[src/rtl/button_pkg.sv]
// Shared types and sizing helpers for the button debounce bank.
//   db_state_e : per-channel debounce FSM state (2-bit)
//   db_w()     : stable-time counter width for a given DEBOUNCE_CYCLES
//   lg_w()     : long-press counter width for a given LONG_CYCLES
package button_pkg;

  typedef enum logic [1:0] {
    ST_LOW       = 2'd0,
    ST_WAIT_HIGH = 2'd1,
    ST_HIGH      = 2'd2,
    ST_WAIT_LOW  = 2'd3
  } db_state_e;

  // Stable counter never needs to exceed DEBOUNCE_CYCLES-1.
  function automatic int db_w(input int cycles);
    return (cycles > 2) ? $clog2(cycles) : 1;
  endfunction

  // Long counter saturates at LONG_CYCLES-1.
  function automatic int lg_w(input int cycles);
    return (cycles > 2) ? $clog2(cycles) : 1;
  endfunction

endpackage

[src/rtl/button_channel.sv]
// One button channel: 2-FF synchroniser, debounce FSM with stable-time
// counter, long-press timer, registered rise/fall/long pulses and wrapping
// counters of debounced presses and raw synchronised rising edges.
// Ports:
//   clk, reset_n          clock, async active-low reset
//   button                raw asynchronous input (active-high)
//   cnt_clr               synchronous clear of both counters (wins over +1)
//   db_level              debounced level
//   rise_pulse/fall_pulse one-cycle pulses on db_level edges
//   long_press            one-cycle pulse once a press has been held long enough
//   press_count           debounced rising edges, wraps at 2^CNT_W
//   noisy_count           synchronised raw rising edges, wraps at 2^CNT_W
module button_channel
  import button_pkg::*;
#(
  parameter int DEBOUNCE_CYCLES = 2_000_000,
  parameter int LONG_CYCLES     = 100_000_000,
  parameter int CNT_W           = 4
) (
  input  logic             clk,
  input  logic             reset_n,
  input  logic             button,
  input  logic             cnt_clr,
  output logic             db_level,
  output logic             rise_pulse,
  output logic             fall_pulse,
  output logic             long_press,
  output logic [CNT_W-1:0] press_count,
  output logic [CNT_W-1:0] noisy_count
);

  localparam int DB_W = db_w(DEBOUNCE_CYCLES);
  localparam int LG_W = lg_w(LONG_CYCLES);
  // The counter is cleared on entry to a WAIT state, so the level is accepted
  // on the edge where it would step from DEBOUNCE_CYCLES-2 to DEBOUNCE_CYCLES-1.
  localparam logic [DB_W-1:0] STABLE_LAST = DB_W'(DEBOUNCE_CYCLES - 2);
  localparam logic [LG_W-1:0] LONG_LAST   = LG_W'(LONG_CYCLES - 1);

  logic             sync_q;
  logic             s;
  logic             s_prev;
  logic             raw_rise;
  db_state_e        state_q;
  db_state_e        state_d;
  logic [DB_W-1:0]  stable_cnt;
  logic [LG_W-1:0]  long_cnt;
  logic             long_fired;
  logic             rise_d;
  logic             fall_d;
  logic             long_d;

  // NOTE: every clocked process uses non-blocking assignments so all
  // registers update from the same pre-edge values.
  always_ff @(posedge clk or negedge reset_n) begin
    if (!reset_n) begin
      sync_q <= 1'b0;
      s      <= 1'b0;
      s_prev <= 1'b0;
    end else begin
      sync_q <= button;
      s      <= sync_q;
      s_prev <= s;
    end
  end

  assign raw_rise = s & ~s_prev;

  // FSM state register
  always_ff @(posedge clk or negedge reset_n) begin
    if (!reset_n) state_q <= ST_LOW;
    else          state_q <= state_d;
  end

  // FSM next state
  // NOTE: default assignment first so no path through the case infers a latch.
  always_comb begin
    state_d = state_q;
    unique case (state_q)
      ST_LOW:       if (s) state_d = ST_WAIT_HIGH;
      ST_WAIT_HIGH: if (!s) state_d = ST_LOW;
                    else if (stable_cnt == STABLE_LAST) state_d = ST_HIGH;
      ST_HIGH:      if (!s) state_d = ST_WAIT_LOW;
      ST_WAIT_LOW:  if (s) state_d = ST_HIGH;
                    else if (stable_cnt == STABLE_LAST) state_d = ST_LOW;
      default:      state_d = ST_LOW;
    endcase
  end

  // FSM outputs
  always_comb begin
    db_level = (state_q == ST_HIGH) || (state_q == ST_WAIT_LOW);
    rise_d   = (state_q == ST_WAIT_HIGH) && (state_d == ST_HIGH);
    fall_d   = (state_q == ST_WAIT_LOW)  && (state_d == ST_LOW);
    long_d   = (state_q == ST_HIGH) && (long_cnt == LONG_LAST) && !long_fired;
  end

  always_ff @(posedge clk or negedge reset_n) begin
    if (!reset_n) begin
      rise_pulse <= 1'b0;
      fall_pulse <= 1'b0;
      long_press <= 1'b0;
    end else begin
      rise_pulse <= rise_d;
      fall_pulse <= fall_d;
      long_press <= long_d;
    end
  end

  // Stable-time counter: runs only while staying in a WAIT state.
  always_ff @(posedge clk or negedge reset_n) begin
    if (!reset_n) begin
      stable_cnt <= '0;
    end else if (((state_q == ST_WAIT_HIGH) || (state_q == ST_WAIT_LOW)) &&
                 (state_d == state_q)) begin
      stable_cnt <= stable_cnt + 1'b1;
    end else begin
      stable_cnt <= '0;
    end
  end

  // Long-press timer: saturates, and the fired flag keeps the pulse single
  // until the channel leaves HIGH.
  always_ff @(posedge clk or negedge reset_n) begin
    if (!reset_n) begin
      long_cnt   <= '0;
      long_fired <= 1'b0;
    end else if (state_q != ST_HIGH) begin
      long_cnt   <= '0;
      long_fired <= 1'b0;
    end else begin
      if (long_cnt != LONG_LAST) long_cnt <= long_cnt + 1'b1;
      if (long_d)                long_fired <= 1'b1;
    end
  end

  // Event counters; clear has priority over a same-cycle increment.
  always_ff @(posedge clk or negedge reset_n) begin
    if (!reset_n) begin
      press_count <= '0;
      noisy_count <= '0;
    end else if (cnt_clr) begin
      press_count <= '0;
      noisy_count <= '0;
    end else begin
      if (rise_pulse) press_count <= press_count + 1'b1;
      if (raw_rise)   noisy_count <= noisy_count + 1'b1;
    end
  end

endmodule

[src/rtl/button_debounce_bank.sv]
// Bank of N_CH independent button conditioning channels.
// Ports:
//   clk, reset_n             clock, async active-low reset
//   button_in[N_CH]          raw button inputs
//   cnt_clr                  synchronous clear of all counters
//   db_level/rise_pulse/fall_pulse/long_press[N_CH]  per-channel outputs
//   press_count/noisy_count  per-channel counters, channel k at [k*CNT_W +: CNT_W]
module button_debounce_bank
  import button_pkg::*;
#(
  parameter int N_CH            = 4,
  parameter int DEBOUNCE_CYCLES = 2_000_000,
  parameter int LONG_CYCLES     = 100_000_000,
  parameter int CNT_W           = 4
) (
  input  logic                  clk,
  input  logic                  reset_n,
  input  logic [N_CH-1:0]       button_in,
  input  logic                  cnt_clr,
  output logic [N_CH-1:0]       db_level,
  output logic [N_CH-1:0]       rise_pulse,
  output logic [N_CH-1:0]       fall_pulse,
  output logic [N_CH-1:0]       long_press,
  output logic [N_CH*CNT_W-1:0] press_count,
  output logic [N_CH*CNT_W-1:0] noisy_count
);

  for (genvar k = 0; k < N_CH; k++) begin : g_ch
    button_channel #(
      .DEBOUNCE_CYCLES (DEBOUNCE_CYCLES),
      .LONG_CYCLES     (LONG_CYCLES),
      .CNT_W           (CNT_W)
    ) u_channel (
      .clk         (clk),
      .reset_n     (reset_n),
      .button      (button_in[k]),
      .cnt_clr     (cnt_clr),
      .db_level    (db_level[k]),
      .rise_pulse  (rise_pulse[k]),
      .fall_pulse  (fall_pulse[k]),
      .long_press  (long_press[k]),
      .press_count (press_count[k*CNT_W +: CNT_W]),
      .noisy_count (noisy_count[k*CNT_W +: CNT_W])
    );
  end

endmodule

[config.mk]
export PLATFORM = sky130hd
export DESIGN_NAME = button_debounce_bank
export DESIGN_NICKNAME = d
export VERILOG_FILES = /design/src/rtl/button_pkg.sv /design/src/rtl/button_channel.sv /design/src/rtl/button_debounce_bank.sv
export SDC_FILE = /design/constraint.sdc
export NUM_CORES = 1
export LEC_CHECK = 0
export CORE_MARGIN = 3
export CORE_UTILIZATION = 45
export DETAILED_ROUTE_END_ITERATION = 10
export DONT_BUFFER_PORTS = 1
export HOLD_SLACK_MARGIN = 0.1
export PLACE_DENSITY = 0.62
export SETUP_SLACK_MARGIN = 0.4
export SYNTH_ARGS = -nofsm -noshare
export SYNTH_HDL_FRONTEND = slang
export SYNTH_SLANG_ARGS = --single-unit
export TNS_END_PERCENT = 100
[constraint.sdc]
create_clock -name clk -period 3.9 [get_ports clk]
set_input_delay 0.195 -clock clk [delete_from_list [all_inputs] [get_ports clk]]
set_output_delay 0.195 -clock clk [all_outputs]
set_load 0.005 [all_outputs]
==> metrics.cfg, run 1 <==
[status]
violations=hold timing
status=complete, but fails checks

[cts]
postCtsResizedCells=0
cts.sinks=260
htreeDepth=1
cts_buffer_depth=3
hold_buffers=7
cts-root-buf=clkbuf_16
insertion_delay_ns=0.54
clkTransAtPathRegs_ns=0.06
cts_tree=built
numCtsBuffers=29

[die]
fp-row-count=60
core-area_um2=26950
die_y_um=171.8
num_io_pins=55
start_util=0.4590
dieArea_um2=29520
die_w_um=171.8

[yosys]
synth.top_cell.area_share=0.5259
synth-simple-area-share=0.2605
synthArstFlopShare=1.000
ys_ff_latch=260
synthTopCellsByArea=dfrtp_1 53%, xor2_1 7.9%, nor2_1 7.1%, xnor2_1 4.1%, nand4_1 3.6%
yosysMostFrequentCell=dfrtp_1
synth_sequential_area_ratio=0.5259
synth-compound-area-share=0.03206
synth_cells=1233
synth_flop_cell=dfrtp_1
muxShareOfSynthArea=0.01365
ys_top_cells_by_count=260 x dfrtp_1, 233 x nor2_1, 112 x xor2_1
synth_top_area_cell=dfrtp_1
syn_area_per_cell_um2=10.03
synth_fa_ha_area_frac=0.02023
synth-xor-area-share=0.1204
synth_cell_type_count=53
synth_edf_count=0
ys_warn_count=0
synth_top_family_by_area=simple AND/OR/NAND/NOR gates
syn_nets=1260
syn_area_um2=12370

[worst_setup_path]
cp_num_cells=6
worst_path_largest_cell_delay_ns=0.99
critPathKind=flip-flop to flip-flop
cp_cell_sequence=ha_1 > and3_1 > nand3_1 > nor4_2 > o21ai_0 > a21oi_1
cp.arrival_ns=2.98
crit_fanout=16
endpoint_kind=flip-flop
crit_family=simple AND/OR/NAND/NOR gates
startpoint_type=flip-flop
critPathRequiredTime_ns=4.34
reg2regPathDepth=6
regToRegSetupSlack_ns=1.36
crit_path_end=g_ch[3].u_channel.long_cnt[3]$_DFFE_PN0P_
crit_path_start=g_ch[3].u_channel.long_cnt[0]$_DFFE_PN0P_
rr_endpoint=g_ch[3].u_channel.long_cnt[3]$_DFFE_PN0P_
cpMaxStageDelayCell=nor4_2
r2r-start=g_ch[3].u_channel.long_cnt[0]$_DFFE_PN0P_
critPathBufInv=0

[layout]
antenna_cells=0
syn2layout_area_growth_pct=9.811
fin_util=0.5040
final_nets=1247
postLayoutCellArea_um2=13580
drive_gt1_frac=0.05963

[place]
portBuffers=0
place_hpwl_um=14430
routabilityCongestion=0.7910
placed_cell_area_um2=12520

[global_routing]
grt_overflow_total=0
grt_pass1_vias=8448
antenna_found_initial=0
grt_pass1_wl_um=40040
grt.total_usage=0.1590
grt_max_degree=261

[route]
drt-met1-wl_um=11230
drtIter0Drc=554
finalWirelength_um=22830
remaining_drc_errors=0
antenna_left=0
vias_per_cell=5.417
route.vias.total=8569
wl_per_cell_um=14.43
dr_wl_met3_um=886
top_layer=met4
dr.pass1.iters=5
wl_met2_um=10170

[run]
cap_violations=0

[sta]
fmax_ghz=0.3932
skew_ns=0.01022
min_period_ns=2.543
final.setup.tns_ns=0
tightest_slew_ns=1.212
rsz0062_at_grt=no
slew_violations=0
setup_violations=0
whs_ns=-0.6427
timing.final.crit_share=0.6522
slew_headroom=0.1843
finalHoldViolCount=260

[power]
p_seq_frac=0.494
p_total_uw=5543
p_leak_uw=0.005544
p_sw_frac=0.2075
clkPwrFrac=0.497
switchingPower_uw=1150
comb_power_share=0.010
p_per_area_nw_per_um2=408.0
ir_drop_v=0.0003477
p_int_uw=4393

[worst_hold_path]
hp-class=input port to asynchronous set/reset pin

-- how the worst min path moves through the flow --
stage | from | to | slack, ns | cells past startpoint
after floorplan | reset_n | g_ch[0].u_channel.fall_pulse$_DFF_PN0_ | -0.10 | 0
after global placement | reset_n | g_ch[0].u_channel.long_cnt[10]$_DFFE_PN0P_ | -0.09 | 0
after detailed placement | reset_n | g_ch[0].u_channel.long_cnt[2]$_DFFE_PN0P_ | -0.09 | 0
after CTS | reset_n | g_ch[0].u_channel.long_cnt[12]$_DFFE_PN0P_ | -0.68 | 0
after global routing | reset_n | g_ch[2].u_channel.long_press$_DFF_PN0_ | -0.68 | 0
final | reset_n | g_ch[0].u_channel.long_cnt[5]$_DFFE_PN0P_ | -0.64 | 0
-- registers in the layout (all words and copies together) (netlist names) --
register	flops
g_ch.u_channel.noisy_count	16
g_ch.u_channel.fall_pulse	4
g_ch.u_channel.long_cnt	108
g_ch.u_channel.rise_pulse	4
g_ch.u_channel.s_prev	4
g_ch.u_channel.sync_q	4
g_ch.u_channel.state_q	8
g_ch.u_channel.s	4
g_ch.u_channel.long_fired	4
g_ch.u_channel.press_count	16
g_ch.u_channel.stable_cnt	84
g_ch.u_channel.long_press	4
-- power by group through the flow --
stage | clock (µW) | sequential (µW) | combinational, µW
floorplan | 0 | 2780 | 41.2
global placement | 0 | 2780 | 41.6
detailed placement | 0 | 2780 | 43.3
CTS | 2850 | 2730 | 55.9
global route | 2970 | 2740 | 62.9
finish | 2750 | 2740 | 54.7
-- layer usage --
layer  track usage  vias to the layer above
li1              -                     4226
met1        0.2245                     4200
met2        0.2556                      112
met3       0.03011                       31
met4       0.03888                        0
met5             0                        -
-- repair_timing --
| item | 4_1_cts | 5_1_grt |
|---|---|---|
| buffers inserted | 0 | 0 |
| hold endpoints to repair | 296 | 260 |
| setup endpoints to repair | 0 | 0 |
-- cells in the final DEF, fill, tap and decap left out, types with 23 or more instances in the layout --
master	netlist	final
and3_1	23	23
xor2_1	112	112
clkbuf_16	0	29
nor2_1	233	233
xnor2_1	58	58
o21ai_0	28	28
nand4_1	72	72
nor3_1	23	23
dfrtp_1	260	260
a21oi_1	27	27
nand2_1	81	81
nand3_1	68	68
-- per-stage QoR --
step	instances	worst slack, ns
finish	1582	1.357
global route	1582	1.016
CTS	1582	1.327
detailed placement	1523	1.339
global placement	1523	1.497
floorplan	1233	2.026
-- worst reg2reg max path, delay by kind of cell (launching register included) --
family | cells | cell delay, ns
AOI/OAI and AO/OA | 2 | 0.41
DFF | 1 | 0.42
and+or+nand+nor | 3 | 1.37
adders and majority gates | 1 | 0.23
-- logic make-up after synthesis --
group | count (synthesis)
and+or+nand+nor | 628
DFF | 260
xor gates and xnor gates | 170
AOI/OAI and AO/OA | 72
buffers and inverters | 67
adders and majority gates | 20
muxes | 16
-- final cells by class --
class                   count  area (µm²)
flip-flops and latches    260        6506
multi-input cells         906        5528
well taps                 341       426.7
inverters                  15       56.30
clock inverters            17       181.4
clock buffers              35       798.3
repair buffers              8       87.58
fillers                  2426       13370
No activity file was read; power rests on OpenSTA's default activity.
==> inputs of run 2 (changes only) <==
--- a/config.mk
+++ b/config.mk
@@ -5,6 +5,7 @@
 export SDC_FILE = /design/constraint.sdc
 export NUM_CORES = 1
 export LEC_CHECK = 0
+export ABC_AREA = 1
 export CORE_MARGIN = 3
 export CORE_UTILIZATION = 45
 export DETAILED_ROUTE_END_ITERATION = 10
==> constraint.sdc (replaced) <==
create_clock -name clk -period 2.6 [get_ports clk]
set_input_delay 0.13 -clock clk [delete_from_list [all_inputs] [get_ports clk]]
set_output_delay 0.13 -clock clk [all_outputs]
set_load 0.005 [all_outputs]
==> run 2 against run 1 <==
Net effect:
- highest routed layer unchanged
- critical path type unchanged
- worst hold slack got worse by 0.074 ns
- via count rose by 45%
- clock power is 59% higher
- setup slack got worse by 0.59 ns
- count of clock-buffer cells in the layout grew 6
- die area increased by 19%
- synthesized area grew 20%
- register-to-register slack worse by 0.59 ns
- largest power group unchanged
- critical path depth rose by 2
- the flow still finishes with violations (hold timing)
- largest cell class is now multi-input gates
- first-iteration DRC count rose by 30%
==> metrics.cfg, run 2 <==
[route]
route.vias.total=12440
wl_per_cell_um=13.01
drtIter0Drc=718
finalWirelength_um=33400
antenna_left=0
remaining_drc_errors=0
vias_per_cell=4.845
dr.pass1.iters=5

[die]
dieArea_um2=35180
num_io_pins=55
die_y_um=187.6
fp-row-count=65
die_w_um=187.6
core-area_um2=32040
start_util=0.4629

[power]
p_leak_uw=0.006709
p_per_area_nw_per_um2=526.3
p_total_uw=8568
ir_drop_v=0.0005081

[worst_setup_path]
reg2regPathDepth=8
cp_cell_sequence=inv_1 > nand2_1 > nor2_1 > nand2_1 > nor2_1 > nand2_1 > nand2_1 > nor2_1
cpMaxStageDelayCell=nand2_1
crit_fanout=21
startpoint_type=flip-flop
cp.arrival_ns=2.23
critPathRequiredTime_ns=3.00
cp_common_cell=nand2_1
critPathKind=flip-flop to flip-flop
worst_path_largest_cell_delay_ns=0.54
endpoint_kind=flip-flop

[yosys]
synth.top_cell.area_share=0.4386
synth_flop_cell=dfrtp_1
ys_top_cells_by_count=628 x nand2_1, 514 x nor2_1, 260 x dfrtp_1
synthTopCellsByArea=dfrtp_1 44%, nand2_1 16%, nor2_1 13%, nand3_1 5.2%, inv_1 5.0%
syn_area_per_cell_um2=7.040
ys_warn_count=0
synth_top_area_cell=dfrtp_1
syn_nets=2134
synth_cells=2107
synthArstFlopShare=1.000
synth_sequential_area_ratio=0.4386
ys_ff_latch=260
synth_cell_type_count=34
synth_edf_count=0
yosysMostFrequentCell=nand2_1
syn_area_um2=14830

[sta]
min_period_ns=1.836
finalHoldViolCount=260
setup_violations=0
timing.final.crit_share=0.7061
tightest_slew_ns=0.8954
fin_ws_ns=0.7642
final.setup.tns_ns=0
rsz0062_at_grt=no
whs_ns=-0.7166
slew_headroom=0.4024
skew_ns=0.02579
slew_violations=0
fmax_ghz=0.5447

[status]
status=complete, but fails checks
violations=hold timing

[layout]
syn2layout_area_growth_pct=9.750
mostFrequentLayoutCell=nand2_1
num-fill-cells=3214
top_regs=g_ch.u_channel.long_cnt (108), g_ch.u_channel.stable_cnt (84)
top_register=g_ch.u_channel.long_cnt
postLayoutCellArea_um2=16280
drive_gt1_frac=0.06520
antenna_cells=0
final_nets=2140
final_cell_mix=628 x nand2_1, 514 x nor2_1, 260 x dfrtp_1
largest_reg_flops=108

[cts]
cts.sinks=260
htreeDepth=1
postCtsResizedCells=0
post_cts_buffers=0
hold_buffers=7
clkTransAtPathRegs_ns=0.06
cts_buffer_depth=3
cts-root-buf=clkbuf_16
numCtsBuffers=30
cts_tree=built
insertion_delay_ns=0.56

[global_routing]
grt_pass1_wl_um=57920
grt.total_usage=0.1920
antenna_found_initial=0
grt_max_degree=261
grt_pass1_vias=12250
grt_overflow_total=0

[place]
place_hpwl_um=24250
placed_cell_area_um2=15170
routabilityCongestion=0.9122
portBuffers=0
dp_slack_ns=0.7681

[worst_hold_path]
hp-class=input port to asynchronous set/reset pin

[run]
cap_violations=0

[run 2: kinds of logic after synthesis]
group	count (synthesis)	synth area share
xor gates and xnor gates	88	0.05196
buffers and inverters	250	0.07068
AOI/OAI and AO/OA	67	0.02446
and+or+nand+nor	1422	0.3974
DFF	260	0.4386
adders and majority gates	20	0.01687
[run 2: where the power goes]
group | total (µW) | leakage, µW | switching, µW | internal [µW]
combinational | 91.8 | 0.00261 | 60.8 | 31.0
clock | 4380 | 0.000510 | 1660 | 2720
sequential | 4100 | 0.00359 | 27.9 | 4070
[run 2: per-layer routing]
| metal | vias to the layer above | global-route usage | wire length (µm) |
|---|---|---|---|
| li1 | 6498 | - | - |
| met1 | 5638 | 0.2656 | 16030 |
| met2 | 250 | 0.3079 | 14590 |
| met3 | 50 | 0.04468 | 2014 |
| met4 | 0 | 0.04502 | 764 |
| met5 | - | 0 | 0 |
[run 2: worst max-delay path: cells and delay by family, from the launching register on]
family        cells  cell delay [ns]
flops             1             0.40
simple gates      7             1.18
buf+inv           1             0.10
[run 2: final cells by class]
cell class | count | area [µm²] | area share
Multi-Input combinational cell | 1597 | 7279 | 0.4471
Sequential cell | 260 | 6506 | 0.3996
Timing Repair Buffer | 15 | 130.1 | 0.007993
Clock buffer | 41 | 872.1 | 0.05357
Clock inverter | 10 | 163.9 | 0.01007
Tap cell | 435 | 544.3 | 0.03343
Inverter | 209 | 784.5 | 0.04819
[run 2: worst paths after layout]
check                                                        endpoint                                  startpoint  slack, ns
setup / recovery           g_ch[2].u_channel.stable_cnt[11]$_DFF_PN0_  g_ch[2].u_channel.stable_cnt[11]$_DFF_PN0_       0.76
hold / removal             g_ch[3].u_channel.long_cnt[25]$_DFFE_PN0P_                                     reset_n      -0.72
setup reg to reg           g_ch[2].u_channel.stable_cnt[11]$_DFF_PN0_  g_ch[2].u_channel.stable_cnt[11]$_DFF_PN0_       0.76
hold reg to reg                         g_ch[3].u_channel.s$_DFF_PN0_          g_ch[3].u_channel.sync_q$_DFF_PN0_       0.35
max in group asynchronous  g_ch[0].u_channel.stable_cnt[13]$_DFF_PN0_                                     reset_n       3.01
min in group clk                   g_ch[1].u_channel.sync_q$_DFF_PN0_                                button_in[1]       0.13
[run 2: per-stage QoR]
stage	hold WS, ns	std cells	util
2_1_floorplan	-0.1656	2107	-
3_3_place_gp	-0.1559	2509	0.4736
3_5_place_dp	-0.1554	2509	0.4736
4_1_cts	-0.7453	2567	0.5081
5_1_grt	-0.7493	2567	0.5081
6_report	-0.7166	2567	0.5081
==> inputs of run 3 (changes only) <==
--- a/config.mk
+++ b/config.mk
@@ -11,7 +11,7 @@
 export DETAILED_ROUTE_END_ITERATION = 10
 export DONT_BUFFER_PORTS = 1
 export HOLD_SLACK_MARGIN = 0.1
-export PLACE_DENSITY = 0.62
+export PLACE_DENSITY = 0.64
 export SETUP_SLACK_MARGIN = 0.4
 export SYNTH_ARGS = -nofsm -noshare
 export SYNTH_HDL_FRONTEND = slang
==> constraint.sdc (replaced) <==
create_clock -name clk -period 1.55 [get_ports clk]
set_input_delay 0.0775 -clock clk [delete_from_list [all_inputs] [get_ports clk]]
set_output_delay 0.0775 -clock clk [all_outputs]
set_load 0.005 [all_outputs]
==> run 3 against run 2 <==
Net effect:
- the flow finishes with violations (hold timing, setup timing)
- via count rose by 15%
- non-clock buffer count is 229 higher
- cell count is 9.1% higher
- die area unchanged
- critical endpoint is now g_ch[1].u_channel.stable_cnt[7]$_DFF_PN0_
- largest cell class unchanged
- largest power group unchanged
- highest routed layer unchanged
==> metrics.cfg, run 3 (same netlist as run 2, synthesis figures left out) <==
[status]
status=complete, but fails checks
violations=hold timing, setup timing

[layout]
fin_util=0.6467
mostFrequentLayoutCell=nand2_1
largest_reg_flops=108
final_nets=2369
postLayoutCellArea_um2=20720
final_cell_mix=506 x nand2_1, 302 x nor2_1, 213 x dfrtp_1
drive_gt1_frac=0.3605
syn2layout_area_growth_pct=39.68
top_register=g_ch.u_channel.long_cnt
top_regs=g_ch.u_channel.long_cnt (108), g_ch.u_channel.stable_cnt (84)
antenna_cells=0

[run]
cap_violations=0

[sta]
slew_violations=0
fin_ws_ns=-0.02201
final.setup.tns_ns=-0.07585
setup_violations=9
whs_ns=-0.7874
tightest_slew_ns=0.6294
skew_ns=0.01154
min_period_ns=1.572
rsz0062_at_grt=yes
slew_headroom=0.5804
timing.final.crit_share=1.014
finalHoldViolCount=260
fmax_ghz=0.6361

[cts]
insertion_delay_ns=0.56
cts-root-buf=clkbuf_16
cts.sinks=260
clkTransAtPathRegs_ns=0.06
cts_tree=built
cts_buffer_depth=3
htreeDepth=1
hold_buffers=9
numCtsBuffers=30

[worst_setup_path]
rr_endpoint=g_ch[1].u_channel.stable_cnt[7]$_DFF_PN0_
startpoint_type=flip-flop
cpMaxStageDelayCell=dfrtp_1
cp.arrival_ns=2.02
endpoint_kind=flip-flop
crit_family=flip-flops
critPathKind=flip-flop to flip-flop
regToRegSetupSlack_ns=-0.02
cp_cell_sequence=inv_1 > ha_2 > nand2_2 > nor2_4 > nand3_4 > o21ai_4 > buf_6 > nor2_2
critPathBufInv=2
critPathRequiredTime_ns=2.00
reg2regPathDepth=8
crit_fanout=5
r2r-start=g_ch[1].u_channel.stable_cnt[0]$_DFF_PN0_
worst_path_largest_cell_delay_ns=0.39

[route]
route.vias.total=14280
drtIter0Drc=939
dr.pass1.iters=5
finalWirelength_um=41480
remaining_drc_errors=0
wl_per_cell_um=14.81
antenna_left=0
vias_per_cell=5.097

[place]
routabilityCongestion=0.9459
placed_cell_area_um2=15760
place_hpwl_um=25520
portBuffers=0

[global_routing]
grt_pass1_vias=13390
grt_pass1_wl_um=64320
grt.total_usage=0.2138
grt_overflow_total=0
grt_max_degree=261
antenna_found_initial=0

[die]
fp-row-count=65
die_w_um=187.6
dieArea_um2=35180
num_io_pins=55
die_y_um=187.6
core-area_um2=32040
start_util=0.4629

[power]
ir_drop_v=0.0007938
p_per_area_nw_per_um2=738.0
switchingPower_uw=3110
p_leak_uw=0.008556
p_seq_frac=0.450
comb_power_share=0.026
p_int_uw=12180
p_sw_frac=0.2034
clkPwrFrac=0.524

[worst_hold_path]
hp-class=input port to asynchronous set/reset pin

## run 3: cell count changes in the layout (fill, tap and decap cells not counted), moves of 30 or more
cell and delta:
buf_4 +160, buf_6 +50, dfrtp_1 -47, dfrtp_2 +47, inv_1 -36, nand2_1 -122, nand2_2 +91, nand2_4 +30
nand3_1 -35, nor2_1 -212, nor2_2 +101, nor2_4 +111
## run 3: metrics by stage
step | setup slack [ns] | instances | total power, µW
floorplan | 0.2000 | 2107 | 7122
global placement | 0.07790 | 2547 | 7177
detailed placement | 0.01274 | 2547 | 7183
CTS | 0.07335 | 2712 | 15430
global route | -0.08516 | 2801 | 15820
finish | -0.02201 | 2801 | 15290
## run 3: worst max-delay path by stage
stage                                                 endpoint  slack [ns]                                        from  cells after the start
global placement     g_ch[2].u_channel.stable_cnt[0]$_DFF_PN0_        0.08  g_ch[2].u_channel.stable_cnt[11]$_DFF_PN0_                      9
CTS                 g_ch[0].u_channel.stable_cnt[19]$_DFF_PN0_        0.07   g_ch[0].u_channel.stable_cnt[0]$_DFF_PN0_                      8
floorplan            g_ch[0].u_channel.long_cnt[8]$_DFFE_PN0P_        0.20   g_ch[0].u_channel.long_cnt[1]$_DFFE_PN0P_                     10
detailed placement  g_ch[1].u_channel.stable_cnt[14]$_DFF_PN0_        0.01   g_ch[1].u_channel.stable_cnt[0]$_DFF_PN0_                      8
finish               g_ch[1].u_channel.stable_cnt[7]$_DFF_PN0_       -0.02   g_ch[1].u_channel.stable_cnt[0]$_DFF_PN0_                      8
global route        g_ch[3].u_channel.stable_cnt[15]$_DFF_PN0_       -0.09  g_ch[3].u_channel.stable_cnt[17]$_DFF_PN0_                      8
## run 3: metal layers
metal | vias up | routed length [µm] | global-route usage
met4 | 0 | 1260 | 0.05137
met1 | 6840 | 17820 | 0.2903
met2 | 352 | 20440 | 0.3621
li1 | 6981 | - | -
met3 | 104 | 1964 | 0.03197
met5 | - | 0 | 0
## run 3: cell type report
| class | instances | area, µm² |
|---|---|---|
| clock inverter | 15 | 311.5 |
| tap | 435 | 544.3 |
| multi-input combinational | 1597 | 9346 |
| fill | 2576 | 11320 |
| inverter | 209 | 837.1 |
| sequential | 260 | 6565 |
| timing repair buffer | 244 | 2305 |
| clock buffer | 41 | 812.0 |
## run 3: timing repair
action | in CTS | in global routing
setup buffers | 94 | 85
endpoints found under the hold margin | 291 | 260
setup endpoints to repair | 228 | 249
gates cloned | 6 | 4
pin swaps | 57 | 185
resized for setup | 181 | 496
## run 3: power by group through the flow
stage | registers, µW | clock network [µW] | logic, µW
after floorplan | 6990 | 0 | 132
after global placement | 7000 | 0 | 176
after detailed placement | 7000 | 0 | 180
after CTS | 6880 | 8240 | 314
after global routing | 6880 | 8520 | 421
final | 6880 | 8020 | 394
## run 3: worst register-to-register path, cell delays in order, from the launching register on
cell     delay (ns)
dfrtp_1        0.39
inv_1          0.07
ha_2           0.18
nand2_2        0.08
nor2_4         0.14
nand3_4        0.11
o21ai_4        0.26
buf_6          0.20
nor2_2         0.04
